### config.mk
export PLATFORM = sky130hd
export DESIGN_NAME = alu_op_sequencer_flat
export DESIGN_NICKNAME = d
export VERILOG_FILES = /design/src/rtl/alu_op_sequencer_if.sv /design/src/rtl/alu_op_sequencer.sv /design/src/flat_wrapper.sv
export SDC_FILE = /design/constraint.sdc
export NUM_CORES = 1
export LEC_CHECK = 0
export ABC_AREA = 1
export CORE_UTILIZATION = 40
export DETAILED_ROUTE_END_ITERATION = 10
export PLACE_DENSITY = 0.87
export REMOVE_ABC_BUFFERS = 1
export SLEW_MARGIN = 0
export SYNTH_ARGS = -nofsm -noshare
export SYNTH_HDL_FRONTEND = slang
export SYNTH_SLANG_ARGS = --single-unit
### constraint.sdc
create_clock -name Clock -period 3.4 [get_ports Clock]
set_clock_uncertainty 0.15 [all_clocks]
set_input_delay 0.51 -clock Clock [delete_from_list [all_inputs] [get_ports Clock]]
set_output_delay 0.51 -clock Clock [all_outputs]
set_load 0.01 [all_outputs]
### src/rtl/alu_op_sequencer_if.sv
// Bundles the decode-stage request/response and the ALU_16Slice control/status lines.
// Latency: none, wiring only.
// Backpressure: Busy from the sequencer; a Start raised while Busy is dropped, not queued.
interface alu_op_sequencer_if;
    // decode-stage request
    logic        Start;
    logic [3:0]  Op;
    logic [3:0]  ShAmt;
    logic [15:0] OpA;
    logic [15:0] OpB;

    // decode-stage response and architectural flags
    logic        Busy;
    logic        Done;
    logic [15:0] Result;
    logic        FlagC;
    logic        FlagZ;
    logic        FlagN;

    // slice operands and status
    logic [15:0] A;
    logic [15:0] B;
    logic [15:0] ALUOut;
    logic        COut;
    logic        nZ;
    logic        Sum;

    // slice arithmetic controls
    logic        CIn;
    logic        SUB;
    logic        ZeroA;
    logic        FAOut;

    // slice logic selects
    logic        AND;
    logic        OR;
    logic        XOR;
    logic        NOT;
    logic        NAND;
    logic        NOR;

    // slice shifter controls
    logic        Sign;
    logic        ShSignIn;
    logic        Sh1;
    logic        Sh2;
    logic        Sh4;
    logic        Sh8;
    logic        ShB;
    logic        ShL;
    logic        ShR;
    logic        ShOut;

    // LLI select and slice output enable
    logic        LLI;
    logic        ALUEnable;

    // master: the sequencer, which drives the slice and answers the decode stage
    modport master (
        input  Start, Op, ShAmt, OpA, OpB, ALUOut, COut, nZ, Sum,
        output Busy, Done, Result, FlagC, FlagZ, FlagN, A, B,
               CIn, SUB, ZeroA, FAOut, AND, OR, XOR, NOT, NAND, NOR,
               Sign, ShSignIn, Sh1, Sh2, Sh4, Sh8, ShB, ShL, ShR, ShOut,
               LLI, ALUEnable
    );

    // slave: the environment made of the decode stage plus the slice datapath
    modport slave (
        output Start, Op, ShAmt, OpA, OpB, ALUOut, COut, nZ, Sum,
        input  Busy, Done, Result, FlagC, FlagZ, FlagN, A, B,
               CIn, SUB, ZeroA, FAOut, AND, OR, XOR, NOT, NAND, NOR,
               Sign, ShSignIn, Sh1, Sh2, Sh4, Sh8, ShB, ShL, ShR, ShOut,
               LLI, ALUEnable
    );
endinterface

### src/rtl/alu_op_sequencer.sv
// Sequences one ALU_16Slice op per request: latch, hold controls SETTLE cycles, capture result/flags.
// Latency: Done pulses SETTLE+1 cycles after the accepting edge; one op per SETTLE+2 cycles.
// Backpressure: Busy high in EVAL/DONE; Start is only sampled in IDLE and is otherwise dropped.
module alu_op_sequencer #(
    parameter int SETTLE = 2
) (
    input  logic                Clock,
    input  logic                nReset,
    alu_op_sequencer_if.master  bus
);

    typedef enum logic [1:0] {
        IDLE = 2'd0,
        EVAL = 2'd1,
        DONE = 2'd2
    } state_t;

    // every slice control the sequencer can drive, registered as one word
    typedef struct packed {
        logic cin;
        logic sub;
        logic zero_a;
        logic fa_out;
        logic and_sel;
        logic or_sel;
        logic xor_sel;
        logic not_sel;
        logic nand_sel;
        logic nor_sel;
        logic sign;
        logic sh_sign_in;
        logic sh1;
        logic sh2;
        logic sh4;
        logic sh8;
        logic sh_b;
        logic sh_l;
        logic sh_r;
        logic sh_out;
        logic lli;
        logic alu_enable;
    } ctrl_t;

    state_t      state, state_nxt;
    logic [3:0]  cnt, cnt_nxt;
    ctrl_t       ctrl, ctrl_nxt;
    logic        accept;
    logic        capture;
    logic [3:0]  op_q;
    logic [15:0] a_q;
    logic [15:0] b_q;
    logic [15:0] result;
    logic        flag_c;
    logic        flag_z;
    logic        flag_n;

    // Opcode to control decode. The carry flag is frozen for the whole EVAL
    // window, so ADC/SBC can pick it up at acceptance time.
    function automatic ctrl_t decode(input logic [3:0] op, input logic [3:0] sh,
                                     input logic carry);
        ctrl_t d;
        d = '0;
        d.alu_enable = 1'b1;
        case (op)
            4'd0:  d.fa_out = 1'b1;
            4'd1:  begin d.fa_out = 1'b1; d.cin = carry; end
            4'd2:  begin d.fa_out = 1'b1; d.sub = 1'b1; d.cin = 1'b1; end
            4'd3:  begin d.fa_out = 1'b1; d.sub = 1'b1; d.cin = carry; end
            4'd4:  begin d.fa_out = 1'b1; d.zero_a = 1'b1; d.sub = 1'b1; d.cin = 1'b1; end
            4'd5:  begin d.fa_out = 1'b1; d.zero_a = 1'b1; end
            4'd6:  d.and_sel  = 1'b1;
            4'd7:  d.or_sel   = 1'b1;
            4'd8:  d.xor_sel  = 1'b1;
            4'd9:  d.not_sel  = 1'b1;
            4'd10: d.nand_sel = 1'b1;
            4'd11: d.nor_sel  = 1'b1;
            4'd12: begin
                d.sh_out = 1'b1;
                d.sh_l   = 1'b1;
                {d.sh8, d.sh4, d.sh2, d.sh1} = sh;
            end
            4'd13: begin
                d.sh_out = 1'b1;
                d.sh_r   = 1'b1;
                {d.sh8, d.sh4, d.sh2, d.sh1} = sh;
            end
            4'd14: begin
                d.sh_out     = 1'b1;
                d.sh_r       = 1'b1;
                d.sign       = 1'b1;
                d.sh_sign_in = 1'b1;
                {d.sh8, d.sh4, d.sh2, d.sh1} = sh;
            end
            default: begin
                d.sh_out = 1'b1;
                d.lli    = 1'b1;
            end
        endcase
        return d;
    endfunction

    // Next-state, settle counter and next control word
    always_comb begin
        state_nxt = state;
        cnt_nxt   = cnt;
        ctrl_nxt  = ctrl;
        accept    = 1'b0;
        capture   = 1'b0;
        case (state)
            IDLE: begin
                ctrl_nxt = '0;
                if (bus.Start) begin
                    accept    = 1'b1;
                    cnt_nxt   = 4'(SETTLE - 1);
                    ctrl_nxt  = decode(bus.Op, bus.ShAmt, flag_c);
                    state_nxt = EVAL;
                end
            end
            EVAL: begin
                if (cnt != 4'd0) begin
                    cnt_nxt = cnt - 4'd1;
                end else begin
                    capture   = 1'b1;
                    ctrl_nxt  = '0;
                    state_nxt = DONE;
                end
            end
            default: begin
                ctrl_nxt  = '0;
                state_nxt = IDLE;
            end
        endcase
    end

    // State, operand latch, result capture and architectural flags
    always_ff @(posedge Clock) begin
        if (!nReset) begin
            state  <= IDLE;
            cnt    <= '0;
            ctrl   <= '0;
            op_q   <= '0;
            a_q    <= '0;
            b_q    <= '0;
            result <= '0;
            flag_c <= 1'b0;
            flag_z <= 1'b0;
            flag_n <= 1'b0;
        end else begin
            state <= state_nxt;
            cnt   <= cnt_nxt;
            ctrl  <= ctrl_nxt;
            if (accept) begin
                op_q <= bus.Op;
                a_q  <= bus.OpA;
                b_q  <= bus.OpB;
            end
            if (capture) begin
                result <= bus.ALUOut;
                flag_z <= ~bus.nZ;
                flag_n <= bus.Sum;
                // only the adder ops produce a meaningful carry
                if (op_q < 4'd6) begin
                    flag_c <= bus.COut;
                end
            end
        end
    end

    assign bus.Busy      = (state != IDLE);
    assign bus.Done      = (state == DONE);
    assign bus.Result    = result;
    assign bus.FlagC     = flag_c;
    assign bus.FlagZ     = flag_z;
    assign bus.FlagN     = flag_n;
    assign bus.A         = a_q;
    assign bus.B         = b_q;

    assign bus.CIn       = ctrl.cin;
    assign bus.SUB       = ctrl.sub;
    assign bus.ZeroA     = ctrl.zero_a;
    assign bus.FAOut     = ctrl.fa_out;
    assign bus.AND       = ctrl.and_sel;
    assign bus.OR        = ctrl.or_sel;
    assign bus.XOR       = ctrl.xor_sel;
    assign bus.NOT       = ctrl.not_sel;
    assign bus.NAND      = ctrl.nand_sel;
    assign bus.NOR       = ctrl.nor_sel;
    assign bus.Sign      = ctrl.sign;
    assign bus.ShSignIn  = ctrl.sh_sign_in;
    assign bus.Sh1       = ctrl.sh1;
    assign bus.Sh2       = ctrl.sh2;
    assign bus.Sh4       = ctrl.sh4;
    assign bus.Sh8       = ctrl.sh8;
    assign bus.ShB       = ctrl.sh_b;
    assign bus.ShL       = ctrl.sh_l;
    assign bus.ShR       = ctrl.sh_r;
    assign bus.ShOut     = ctrl.sh_out;
    assign bus.LLI       = ctrl.lli;
    assign bus.ALUEnable = ctrl.alu_enable;

endmodule

### src/flat_wrapper.sv
// flat-port wrapper written by rule: the top's interface ports become plain ports
module alu_op_sequencer_flat 
#(
    parameter int SETTLE = 2
)
  (Clock, nReset, bus_Start, bus_Op, bus_ShAmt, bus_OpA, bus_OpB, bus_ALUOut, bus_COut, bus_nZ, bus_Sum, bus_Busy, bus_Done, bus_Result, bus_FlagC, bus_FlagZ, bus_FlagN, bus_A, bus_B, bus_CIn, bus_SUB, bus_ZeroA, bus_FAOut, bus_AND, bus_OR, bus_XOR, bus_NOT, bus_NAND, bus_NOR, bus_Sign, bus_ShSignIn, bus_Sh1, bus_Sh2, bus_Sh4, bus_Sh8, bus_ShB, bus_ShL, bus_ShR, bus_ShOut, bus_LLI, bus_ALUEnable);
  alu_op_sequencer_if bus_i ();
  input  logic Clock;
  input  logic nReset;
  input wire logic [$bits(bus_i.Start)-1:0] bus_Start;
  input wire logic [$bits(bus_i.Op)-1:0] bus_Op;
  input wire logic [$bits(bus_i.ShAmt)-1:0] bus_ShAmt;
  input wire logic [$bits(bus_i.OpA)-1:0] bus_OpA;
  input wire logic [$bits(bus_i.OpB)-1:0] bus_OpB;
  input wire logic [$bits(bus_i.ALUOut)-1:0] bus_ALUOut;
  input wire logic [$bits(bus_i.COut)-1:0] bus_COut;
  input wire logic [$bits(bus_i.nZ)-1:0] bus_nZ;
  input wire logic [$bits(bus_i.Sum)-1:0] bus_Sum;
  output wire logic [$bits(bus_i.Busy)-1:0] bus_Busy;
  output wire logic [$bits(bus_i.Done)-1:0] bus_Done;
  output wire logic [$bits(bus_i.Result)-1:0] bus_Result;
  output wire logic [$bits(bus_i.FlagC)-1:0] bus_FlagC;
  output wire logic [$bits(bus_i.FlagZ)-1:0] bus_FlagZ;
  output wire logic [$bits(bus_i.FlagN)-1:0] bus_FlagN;
  output wire logic [$bits(bus_i.A)-1:0] bus_A;
  output wire logic [$bits(bus_i.B)-1:0] bus_B;
  output wire logic [$bits(bus_i.CIn)-1:0] bus_CIn;
  output wire logic [$bits(bus_i.SUB)-1:0] bus_SUB;
  output wire logic [$bits(bus_i.ZeroA)-1:0] bus_ZeroA;
  output wire logic [$bits(bus_i.FAOut)-1:0] bus_FAOut;
  output wire logic [$bits(bus_i.AND)-1:0] bus_AND;
  output wire logic [$bits(bus_i.OR)-1:0] bus_OR;
  output wire logic [$bits(bus_i.XOR)-1:0] bus_XOR;
  output wire logic [$bits(bus_i.NOT)-1:0] bus_NOT;
  output wire logic [$bits(bus_i.NAND)-1:0] bus_NAND;
  output wire logic [$bits(bus_i.NOR)-1:0] bus_NOR;
  output wire logic [$bits(bus_i.Sign)-1:0] bus_Sign;
  output wire logic [$bits(bus_i.ShSignIn)-1:0] bus_ShSignIn;
  output wire logic [$bits(bus_i.Sh1)-1:0] bus_Sh1;
  output wire logic [$bits(bus_i.Sh2)-1:0] bus_Sh2;
  output wire logic [$bits(bus_i.Sh4)-1:0] bus_Sh4;
  output wire logic [$bits(bus_i.Sh8)-1:0] bus_Sh8;
  output wire logic [$bits(bus_i.ShB)-1:0] bus_ShB;
  output wire logic [$bits(bus_i.ShL)-1:0] bus_ShL;
  output wire logic [$bits(bus_i.ShR)-1:0] bus_ShR;
  output wire logic [$bits(bus_i.ShOut)-1:0] bus_ShOut;
  output wire logic [$bits(bus_i.LLI)-1:0] bus_LLI;
  output wire logic [$bits(bus_i.ALUEnable)-1:0] bus_ALUEnable;
  assign bus_i.Start = bus_Start;
  assign bus_i.Op = bus_Op;
  assign bus_i.ShAmt = bus_ShAmt;
  assign bus_i.OpA = bus_OpA;
  assign bus_i.OpB = bus_OpB;
  assign bus_i.ALUOut = bus_ALUOut;
  assign bus_i.COut = bus_COut;
  assign bus_i.nZ = bus_nZ;
  assign bus_i.Sum = bus_Sum;
  assign bus_Busy = bus_i.Busy;
  assign bus_Done = bus_i.Done;
  assign bus_Result = bus_i.Result;
  assign bus_FlagC = bus_i.FlagC;
  assign bus_FlagZ = bus_i.FlagZ;
  assign bus_FlagN = bus_i.FlagN;
  assign bus_A = bus_i.A;
  assign bus_B = bus_i.B;
  assign bus_CIn = bus_i.CIn;
  assign bus_SUB = bus_i.SUB;
  assign bus_ZeroA = bus_i.ZeroA;
  assign bus_FAOut = bus_i.FAOut;
  assign bus_AND = bus_i.AND;
  assign bus_OR = bus_i.OR;
  assign bus_XOR = bus_i.XOR;
  assign bus_NOT = bus_i.NOT;
  assign bus_NAND = bus_i.NAND;
  assign bus_NOR = bus_i.NOR;
  assign bus_Sign = bus_i.Sign;
  assign bus_ShSignIn = bus_i.ShSignIn;
  assign bus_Sh1 = bus_i.Sh1;
  assign bus_Sh2 = bus_i.Sh2;
  assign bus_Sh4 = bus_i.Sh4;
  assign bus_Sh8 = bus_i.Sh8;
  assign bus_ShB = bus_i.ShB;
  assign bus_ShL = bus_i.ShL;
  assign bus_ShR = bus_i.ShR;
  assign bus_ShOut = bus_i.ShOut;
  assign bus_LLI = bus_i.LLI;
  assign bus_ALUEnable = bus_i.ALUEnable;
  alu_op_sequencer #(.SETTLE(SETTLE)) u_core (.Clock(Clock), .nReset(nReset), .bus(bus_i));
endmodule
Word level (Yosys, flattened, before mapping)

Index checks and enable logic that the tools add are counted.

Muxes and demuxes: 29
Bitwise operators: 1
$add $sub $neg: 1
Reductions and logical operators: 17
Magnitude comparators: 1
Equal/unequal tests: 19

Operator list:

| operator                                                              | number |
|---|---|
| 22-bit two-way mux                                                    | 2 |
| 22-bit case mux with 2 select lines                                   | 1 |
| 4-bit == test (second input constant)                                 | 7 |
| 1-bit two-way mux                                                     | 17 |
| 4-bit by 3-bit == test with 1-bit output (second input constant)      | 4 |
| 15-bit OR reduction                                                   | 1 |
| 4-bit two-way mux                                                     | 3 |
| 12-bit OR reduction                                                   | 1 |
| 4-bit by 2-bit == test with 1-bit output (second input constant)      | 2 |
| 4-bit case mux with 2 select lines                                    | 1 |
| 2-bit OR reduction                                                    | 4 |
| 2-bit two-way mux                                                     | 3 |
| 3-bit OR reduction                                                    | 2 |
| 6-bit OR reduction                                                    | 1 |
| 4-bit by 1-bit == test with 1-bit output (second input constant)      | 1 |
| 4-bit logical NOT                                                     | 1 |
| 4-bit by 3-bit < comparator with 1-bit output (second input constant) | 1 |
| 2-bit inequality test (second input constant)                         | 2 |
| 2-bit case mux with 2 select lines                                    | 1 |
| 2-bit AND reduction                                                   | 2 |
| 2-bit nonzero test                                                    | 2 |
| 4-bit nonzero test                                                    | 1 |
| 4-bit by 1-bit subtractor with 4-bit output (second input constant)   | 1 |
| 3-bit AND reduction                                                   | 1 |
| other kinds (6)                                                       | 6 |

Output and inout bits: 75
Register bits: 83
Word-level logic and storage cells: 99
Input port bits: 62

Depth between registers and ports, before layout

Gate-level depths: netlist of run 1.

Depth after elaboration: 5
Depth in mapped cells: 8
Mapped depth without buffers: 8

Worst setup path before layout of run 1

Ideal clock, no wire load.

Path kind: register -> register
From: register u_core.cnt[0]
To: register u_core.result[6] (netlist: u_core.bus.Result[6])
Path slack: 1996 ps
Clock period less this slack: 1404 ps
Stages on the path, launching flop included: 8
Required time: 3185 ps
Library setup time: 65 ps
Buffers on the path: 1
Arrival: 1189 ps
Cell sequence: dfxtp_1 > inv_1 > ha_1 > nand2_4 > nor2_4 > buf_6 > nor2_1 > nor2_1

Cells in the longest elaborated chain, start to end: 3

Ends and longest elaborated chain:

| item                     | line                    | source |
|---|---|---|
| start: declaration       | alu_op_sequencer.sv:45  | `logic [3:0] cnt, cnt_nxt;` |
| start signal: assignment | alu_op_sequencer.sv:150 | `cnt <= cnt_nxt;` |
| 4-bit nonzero test       | alu_op_sequencer.sv:120 | `if (cnt != 4'd0) begin` |
| 1-bit two-way mux        | alu_op_sequencer.sv:120 |  |
| 1-bit two-way mux        | alu_op_sequencer.sv:109 | `case (state)` |
| end signal: assignment   | alu_op_sequencer.sv:158 | `result <= bus.ALUOut;` |
| end: declaration         | alu_op_sequencer.sv:52  | `logic [15:0] result;` |

No other way between the ends.
A chain may end at the register's enable or synchronous reset.

Final worst setup path of run 1

From: register u_core.state[1]
To: output bus_Done

Cells in the longest elaborated chain, start to end: 1

Ends and longest elaborated chain:

| item                     | line                    | source |
|---|---|---|
| start: declaration       | alu_op_sequencer.sv:44  | `state_t state, state_nxt;` |
| start signal: assignment | alu_op_sequencer.sv:149 | `state <= state_nxt;` |
| 2-bit == test            | alu_op_sequencer.sv:170 | `assign bus.Done = (state == DONE);` |
| end: declaration         | flat_wrapper.sv:20      | `output wire logic [$bits(bus_i.Done)-1:0] bus_Done;` |

No other way between the ends.

==> results of run 1 <==
-- synth_stat cells, drive strengths merged --
master,instances,share of area [%]
clkinv,1,0.12
ha,1,0.41
buf,13,3.1
dfxtp,80,52
o21ai,61,10
nand4,3,0.61
conb,1,0.12
clkbuf,9,1.1
a21oi,20,3.3
nand3,13,2.5
xnor2,1,0.29
nand2,45,6.2
nor2,135,17
inv,21,2.7
-- metrics by stage --
| stage | power (uW) | worst slack, ps | cells | util [%] | instance area, um^2 |
|---|---|---|---|---|---|
| 2_1_floorplan | 1300 | 1620 | 382 | - | 2930 |
| 3_3_place_gp | 1550 | 1220 | 618 | 60.3 | 4420 |
| 3_5_place_dp | 1570 | 1170 | 618 | 60.3 | 4420 |
| 4_1_cts | 2380 | 1220 | 633 | 63.5 | 4650 |
| 5_1_grt | 2490 | 1200 | 633 | 63.5 | 4650 |
| 6_report | 2370 | 1220 | 633 | 63.5 | 4650 |
-- cell families after synthesis --
family          after synthesis  synth area share [%]
other cells                   1                 0.122
fa+ha+maj                     1                 0.408
flops                        80                  52.3
simple gates                196                  26.7
xor+xnor                      1                 0.286
compound gates               81                  13.2
buf+inv                      44                  7.02
-- per-layer routing --
metal  wire length [um]  up-vias
met2               4060      121
met4                107        0
met5                  0        -
li1                   -     1534
met1               3420     1334
met3                506       12
-- flip-flops by register name, summed over array words and instances (netlist names), 2 cells and up --
register	cells
u_core.bus.Result	16
u_core.bus.B	16
u_core.cnt	4
u_core.bus.A	16
u_core.state	2
u_core.op_q	3
-- worst paths after layout --
kind / cells after the start / to / slack (ps) / start
max: 3 / bus_Done / 1220 / u_core.state[1]
min: 2 / u_core.op_q[1] / 300 / u_core.op_q[1]
max reg2reg: 7 / u_core.bus.SUB / 1730 / u_core.state[0]
min reg2reg: 2 / u_core.op_q[1] / 300 / u_core.op_q[1]
-- tightest hold or removal path: cells and delay by family (launching register included) --
| family | cells | cell delay (ps) |
|---|---|---|
| buf+inv | 1 | 50 |
| flops | 1 | 300 |
| compound gates | 1 | 50 |
-- cell type report --
class	count	area, um^2	area share (%)
clock buffers	9	124	2.66
flip-flops and latches	80	1600	34.4
clock inverters	6	109	2.34
multi-input cells	280	1250	26.8
well taps	99	124	2.66
repair buffers	137	1360	29.3
inverters	22	85.1	1.83
-- where the power goes --
group	leakage, uW	switching [uW]	total, uW	internal, uW
Sequential	0.000657	41.7	1060	1020
Clock	0.000119	336	818	482
Combinational	0.00105	240	490	250
Total	0.00182	618	2370	1750
==> reports/results.txt, run 1 <==
Diode count = 0
Final period util = 64.0%
DPL Wire Length = 5650 um
Crit Path Category = flip-flop to output port
Initial antenna violation count = 0
# DRC = 0
Proportion of layout cells with a drive suffix above 1 = 5.62%
Port Buffers = 135
Hold Vio Cnt, Final = 0
Worst Path Buf+Inv = 2
Leak pwr = 0.00182 uW
GR Layer Usage met1 = 24.7%
Crit path largest cell delay = 550 ps
CP max FO = 3
Worst EP arrival = 1520 ps
Final net count = 593
Core box area = 7330 um^2
Die H = 89.5 um
Slew at the pin closest to its max-slew limit = 711 ps
Clock Pin Slew Worst Setup and Hold Paths = 80 ps
Synthesis-to-layout area growth = 51.8%
Largest net degree at the start of global routing = 45
RSZ-0062 raised after global routing = no
Tmin final = 2180 ps
Fillers = 632
Final setup vio count = 0
Post-CTS setup buffer count = 0
H-tree depth = 3
Critical Path RT = 2740 ps
Worst min path class = flip-flop to flip-flop
Rows = 31
Full die area = 8010 um^2
Commonest non-fill, non-tap cells in the layout = clkdlybuf4s50_1 (134), nor2_1 (131), dfxtp_1 (80)
DR WL/cell = 12.8 um
CP top delay family = buffers and inverters
Most common cell after layout, fill and taps aside = clkdlybuf4s50_1
Yosys reg bits = 80
Grt met3 use = 3.79%
First-pass GRT wire length = 12,500 um
Initial Util = 41.8%
Clk Latency, worst-skew pair = 350 ps
Type of origin of the critical path = flip-flop
Clock Root Buffer = clkbuf_8
Synth Instances = 404
CTS tree = done
Setup_tns = 0 ps
Global-route met2 utilization = 35.9%
Detailed-route via count = 3,001
Die W = 89.5 um
Grt ovf = 0
Clk sink count = 80
Post-route ant nets = 0
Crit. End Element = output port
Ys Warns = 0
Seq/Total Area, Yosys = 52.3%
GRT Total Usage = 20.5%
Cts hold-fix bufs = 0
Slowest CP cell = clkdlybuf4s50_1
CTS buffer count = 9
Vias in the first global route = 2,731
GPL Wtd Cong = 0.842
1st-pass router iterations = 4
Worst-path cell chain = inv_1 -> nor2_1 -> clkdlybuf4s50_1
Peak VDD IR = 0.243 mV
Routed WL = 8090 um
Vias per cell = 4.74
Busiest grt layer = met2
DR iter-0 viols = 113
Clk buf depth = 2
Max-slew violations = 0
Synth unique cells = 26
Status = finished, final reports clean
Max-capacitance violation count = 0
I/O pin total = 137
Synthesized area = 3060 um^2
Fmax = 459 MHz
Syn_area_per_cell = 7.58 um^2
Cts repair resizes = 0
Pwr Density = 508 nW/um^2
Hold slack = 300 ps
Max_slew headroom = 52.5%
Note: power is estimated with default switching activity, not from simulation.
==> run 2, diff against run 1 <==
--- a/config.mk
+++ b/config.mk
@@ -6,9 +6,9 @@
 export NUM_CORES = 1
 export LEC_CHECK = 0
 export ABC_AREA = 1
-export CORE_UTILIZATION = 40
+export CORE_UTILIZATION = 37
 export DETAILED_ROUTE_END_ITERATION = 10
-export PLACE_DENSITY = 0.87
+export PLACE_DENSITY = 0.85
 export REMOVE_ABC_BUFFERS = 1
 export SLEW_MARGIN = 0
 export SYNTH_ARGS = -nofsm -noshare
==> constraint.sdc (replaced) <==
create_clock -name Clock -period 1.95 [get_ports Clock]
set_clock_uncertainty 0.15 [all_clocks]
set_input_delay 0.2925 -clock Clock [delete_from_list [all_inputs] [get_ports Clock]]
set_output_delay 0.2925 -clock Clock [all_outputs]
set_load 0.01 [all_outputs]
==> run 2 against run 1 <==
Net effect:
- final cell count rose by 0.95%
- global-route usage fell by 1.9 points
- flip-flop and latch count did not move
- critical path type unchanged
- core utilization fell by 4.4 points
- first-iteration DRC count rose by 24%
- largest power group unchanged
- worst setup slack got worse by 1100 ps
- worst hold slack barely moved
==> reports/results.txt, run 2 (synthesized netlist as in run 1, its figures left out) <==
Internal power = 2870 uW
DR iter-0 viols = 140
DR WL/cell = 12.4 um
Final setup vio count = 0
Synthesis-to-layout area growth = 52.1%
Clock Root Buffer = clkbuf_8
Vias in the first global route = 2,902
Commonest non-fill, non-tap cells in the layout = clkdlybuf4s50_1 (134), nor2_1 (131), dfxtp_1 (78)
Max-capacitance violation count = 0
Hold Vio Cnt, Final = 0
Clk sink count = 80
Core box area = 7890 um^2
Grt ovf = 0
Pwr Density = 846 nW/um^2
H-tree depth = 3
GRT Total Usage = 18.7%
GPL Wtd Cong = 0.864
Flop-to-flop setup slack = 320 ps
Final period util = 95.6%
Rows = 32
Diode count = 0
Sw Pwr = 1070 uW
Hold path depth = 3
Proportion of layout cells with a drive suffix above 1 = 6.52%
Die W = 93.0 um
Type of origin of the critical path = flip-flop
Initial Util = 38.8%
Worst r2r dst = u_core.bus.XOR
Most common cell after layout, fill and taps aside = clkdlybuf4s50_1
Max-slew violations = 0
Full die area = 8650 um^2
Worst hold start = nReset
1st-pass router iterations = 4
Sw Ratio = 27.1%
Comb pwr share = 21.9%
Post-route ant nets = 0
Clock Pin Slew Worst Setup and Hold Paths = 80 ps
Port Buffers = 135
First-pass GRT wire length = 12,900 um
Post-CTS setup buffer count = 0
Worst EP arrival = 1420 ps
Worst min path class = input pin to flip-flop
DPL Wire Length = 5810 um
Status = finished, final reports clean
CP max FO = 3
Fillers = 714
Peak VDD IR = 0.351 mV
Final net count = 595
Worst R2R Path Depth = 7
Leak pwr = 0.00182 uW
Setup_tns = 0 ps
Vias per cell = 4.74
Clk Latency, worst-skew pair = 340 ps
Crit Path Category = flip-flop to output port
RR Startpoint = u_core.cnt[0]
Initial antenna violation count = 0
Cts hold-fix bufs = 0
I/O pin total = 137
Cells after DPL = 623
Multi-input logic area = 1250 um^2
Core Util, Final = 59.1%
Clk buf depth = 2
Die H = 93.0 um
Largest net degree at the start of global routing = 36
Reg power frac = 46.8%
Register area = 1600 um^2
# DRC = 0
Crit. End Element = output port
Total chip power = 3940 uW
Fmax = 537 MHz
CTS buffer count = 9
Hold slack = 300 ps
Tmin final = 1860 ps
Detailed-route via count = 3,031
CTS tree = done
Hold Path End = u_core.bus.Sign
Critical Path RT = 1510 ps
Routed WL = 7920 um
Clock power share = 31.3%
Non-filler cells, final = 639
-- run 2: changes by cell type in the layout (fill, tap and decap cells not counted) --
cell and delta:
bufinv_16 -2, clkbuf_8 +2, dfxtp_2 +2, clkinv_4 -1, buf_12 +1, clkinvlp_4 +2, dfxtp_1 -2, buf_4 +1
-- run 2: layout make-up --
cell class	instances	area share, %
repair buffers	139	29.8
clock buffers	11	3.25
well taps	102	2.74
inverters	22	1.83
multi-input cells	280	26.8
flip-flops and latches	80	34.4
clock inverters	5	1.18
-- run 2: stage by stage --
| stage | cell area [um^2] | worst slack [ps] |
|---|---|---|
| floorplan | 2930 | 229 |
| global placement | 4450 | 136 |
| detailed placement | 4450 | 99.5 |
| CTS | 4660 | 10.4 |
| global route | 4660 | -0.247 |
| finish | 4660 | 86.7 |
-- run 2: worst max-delay path, stage by stage, from the launching register on --
cell and delay, ps:
dfxtp_2 370, inv_1 70, nor2_1 90, clkdlybuf4s50_1 560
-- run 2: repair_timing --
| item | 4_1_cts | 5_1_grt |
|---|---|---|
| endpoints found under the setup margin | 0 | 2 |
| endpoints found under the hold margin | 0 | 0 |
| gates resized for setup | 0 | 2 |
-- run 2: per-layer routing --
layer | share of wire (%) | up-vias | global-route usage [%] | routed length (um)
met3 | 7.1 | 13 | 4.55 | 559
met1 | 42 | 1365 | 20.8 | 3330
met4 | 1.5 | 0 | 7.69 | 119
li1 | - | 1534 | - | -
met5 | 0 | - | 0 | 0
met2 | 49 | 119 | 33.7 | 3920
-- run 2: worst max path at each step --
stage,from,end,slack [ps],cells after the start
after floorplan,u_core.state[1],u_core.bus.CIn,230,7
after global placement,bus_Op[1],u_core.bus.CIn,140,7
after detailed placement,bus_Op[1],u_core.bus.CIn,100,7
final,u_core.state[1],bus_Done,90,3
after global routing,u_core.state[1],bus_Done,-0.2,3
after CTS,u_core.state[1],bus_Done,10,3
-- run 2: power groups by stage --
stage               registers, uW  logic, uW  clock network (uW)
finish                       1850        863                1230
global route                 1860        951                1350
CTS                          1850        869                1270
detailed placement           1880        866                   0
global placement             1880        845                   0
floorplan                    1930        328                   0
==> run 3, diff against run 2 <==
--- a/config.mk
+++ b/config.mk
@@ -8,7 +8,7 @@
 export ABC_AREA = 1
 export CORE_UTILIZATION = 37
 export DETAILED_ROUTE_END_ITERATION = 10
-export PLACE_DENSITY = 0.85
+export PLACE_DENSITY_LB_ADDON = 0.3
 export REMOVE_ABC_BUFFERS = 1
 export SLEW_MARGIN = 0
 export SYNTH_ARGS = -nofsm -noshare
==> run 3 against run 2 <==
Net effect:
- core utilization grew 0.40 points
- combinational power up 0.5%
- clock power increased by 12%
- worst setup slack gained 14 ps
- clock-buffer cell count shrank 1
- cell area grew 0.67%
- critical path type unchanged
==> reports/results.txt, run 3 (synthesized netlist as in run 1, its figures left out) <==
Fmax = 541 MHz
Clock power share = 33.8%
# DRC = 0
Total chip power = 4090 uW
Setup_tns = 0 ps
Clock Root Buffer = clkbuf_8
Worst hold start = nReset
Initial antenna violation count = 0
Most common cell after layout, fill and taps aside = clkdlybuf4s50_1
Busiest grt layer = met2
Clk Latency, worst-skew pair = 350 ps
Die H = 93.0 um
Diode count = 0
Sw Ratio = 27.1%
Commonest non-fill, non-tap cells in the layout = clkdlybuf4s50_1 (133), nor2_1 (131), dfxtp_1 (79)
Cts hold-fix bufs = 0
Clk buf depth = 2
DPL Wire Length = 5780 um
Comb pwr share = 21.2%
Clock Pin Slew Worst Setup and Hold Paths = 90 ps
Final period util = 94.8%
Crit Path Category = flip-flop to output port
Detailed-route via count = 3,000
Proportion of layout cells with a drive suffix above 1 = 6.51%
Placement Setup Slack = 130 ps
Post-route ant nets = 0
CTS buffer count = 9
Clk sink count = 80
Critical Path RT = 1510 ps
Pwr Density = 872 nW/um^2
Final setup vio count = 0
H-tree depth = 3
CTS tree = done
Hold Path End = u_core.cnt[3]
Sw Pwr = 1110 uW
Synthesis-to-layout area growth = 53.1%
Register area = 1600 um^2
1st-pass router iterations = 4
Tmin final = 1850 ps
Max-capacitance violation count = 0
Reg power frac = 45.0%
Vias in the first global route = 2,821
Grt ovf = 0
Leak pwr = 0.00185 uW
Port Buffers = 135
Hold Vio Cnt, Final = 0
Worst min path class = input pin to flip-flop
Peak VDD IR = 0.382 mV
Internal power = 2980 uW
Max-slew violations = 0
RR Startpoint = u_core.cnt[0]
Die W = 93.0 um
Worst R2R Path Depth = 7
Core box area = 7890 um^2
First-pass GRT wire length = 13,300 um
Final net count = 596
Status = finished, final reports clean
Worst-path cell chain = inv_2 -> nand2_1 -> clkdlybuf4s50_1
I/O pin total = 137
Routed WL = 8040 um
DR iter-0 viols = 119
Type of origin of the critical path = flip-flop
Hold path depth = 4
Worst EP arrival = 1410 ps
GPL Wtd Cong = 0.796
Grt met3 use = 4.39%
Full die area = 8650 um^2
Slowest CP cell = clkdlybuf4s50_1
Flop-to-flop setup slack = 320 ps
Vias per cell = 4.69
Crit path largest cell delay = 530 ps
Crit. End Element = output port
Largest net degree at the start of global routing = 45
Worst r2r dst = u_core.bus.FlagZ
Global-route met2 utilization = 32.0%
Multi-input logic area = 1250 um^2
CP max FO = 4
RSZ-0062 raised after global routing = no
Fillers = 722
Setup ws final = 101 ps
Rows = 32
GR Layer Usage met1 = 25.2%
GRT Total Usage = 19.7%
DR WL/cell = 12.6 um
Initial Util = 38.8%
## run 3: cell type report
| type | count | share of cell area (%) |
|---|---|---|
| Clock inverter | 6 | 1.95 |
| Inverter | 22 | 1.81 |
| Multi-Input combinational cell | 280 | 26.6 |
| Clock buffer | 10 | 2.93 |
| Sequential cell | 80 | 34.2 |
| Tap cell | 102 | 2.72 |
| Timing Repair Buffer | 140 | 29.8 |
## run 3: power by group through the flow
| stage | Sequential, uW | Combinational (uW) | Clock, uW |
|---|---|---|---|
| floorplan | 1930 | 328 | 0 |
| global placement | 1880 | 856 | 0 |
| detailed placement | 1880 | 873 | 0 |
| CTS | 1840 | 876 | 1420 |
| global route | 1860 | 963 | 1510 |
| finish | 1840 | 867 | 1380 |
## run 3: what timing repair did
action	CTS	global route
buffers inserted	0	0
resized for setup	1	1
endpoints found under the setup margin	1	1
## run 3: worst max path at each step
stage	cells after the start	start	slack, ps	to
floorplan	7	u_core.state[1]	230	u_core.bus.CIn
detailed placement	7	bus_Op[2]	130	u_core.bus.FAOut
global placement	7	bus_Op[2]	150	u_core.bus.FAOut
CTS	3	u_core.state[1]	50	bus_Done
finish	3	u_core.state[0]	100	bus_Busy
global route	3	u_core.state[0]	10	bus_Busy
## run 3: metrics by stage
step           hold slack, ps  cells  util [%]  cell area (um^2)
2_1_floorplan             240    382         -              2930
3_3_place_gp              284    624      56.5              4460
3_5_place_dp              293    624      56.5              4460
4_1_cts                   261    640      59.4              4690
5_1_grt                   286    640      59.5              4690
6_report                  284    640      59.5              4690
## run 3: critical path, delay by kind of cell, from the launching register on
kind	cells	cell delay [ps]
DFF	1	400
buffers and inverters	2	600
and+or+nand+nor	1	60
## run 3: metal layers
metal	vias up	wire, um
li1	1544	-
met1	1361	3580
met2	87	3900
met3	8	439
met4	0	129
met5	-	0
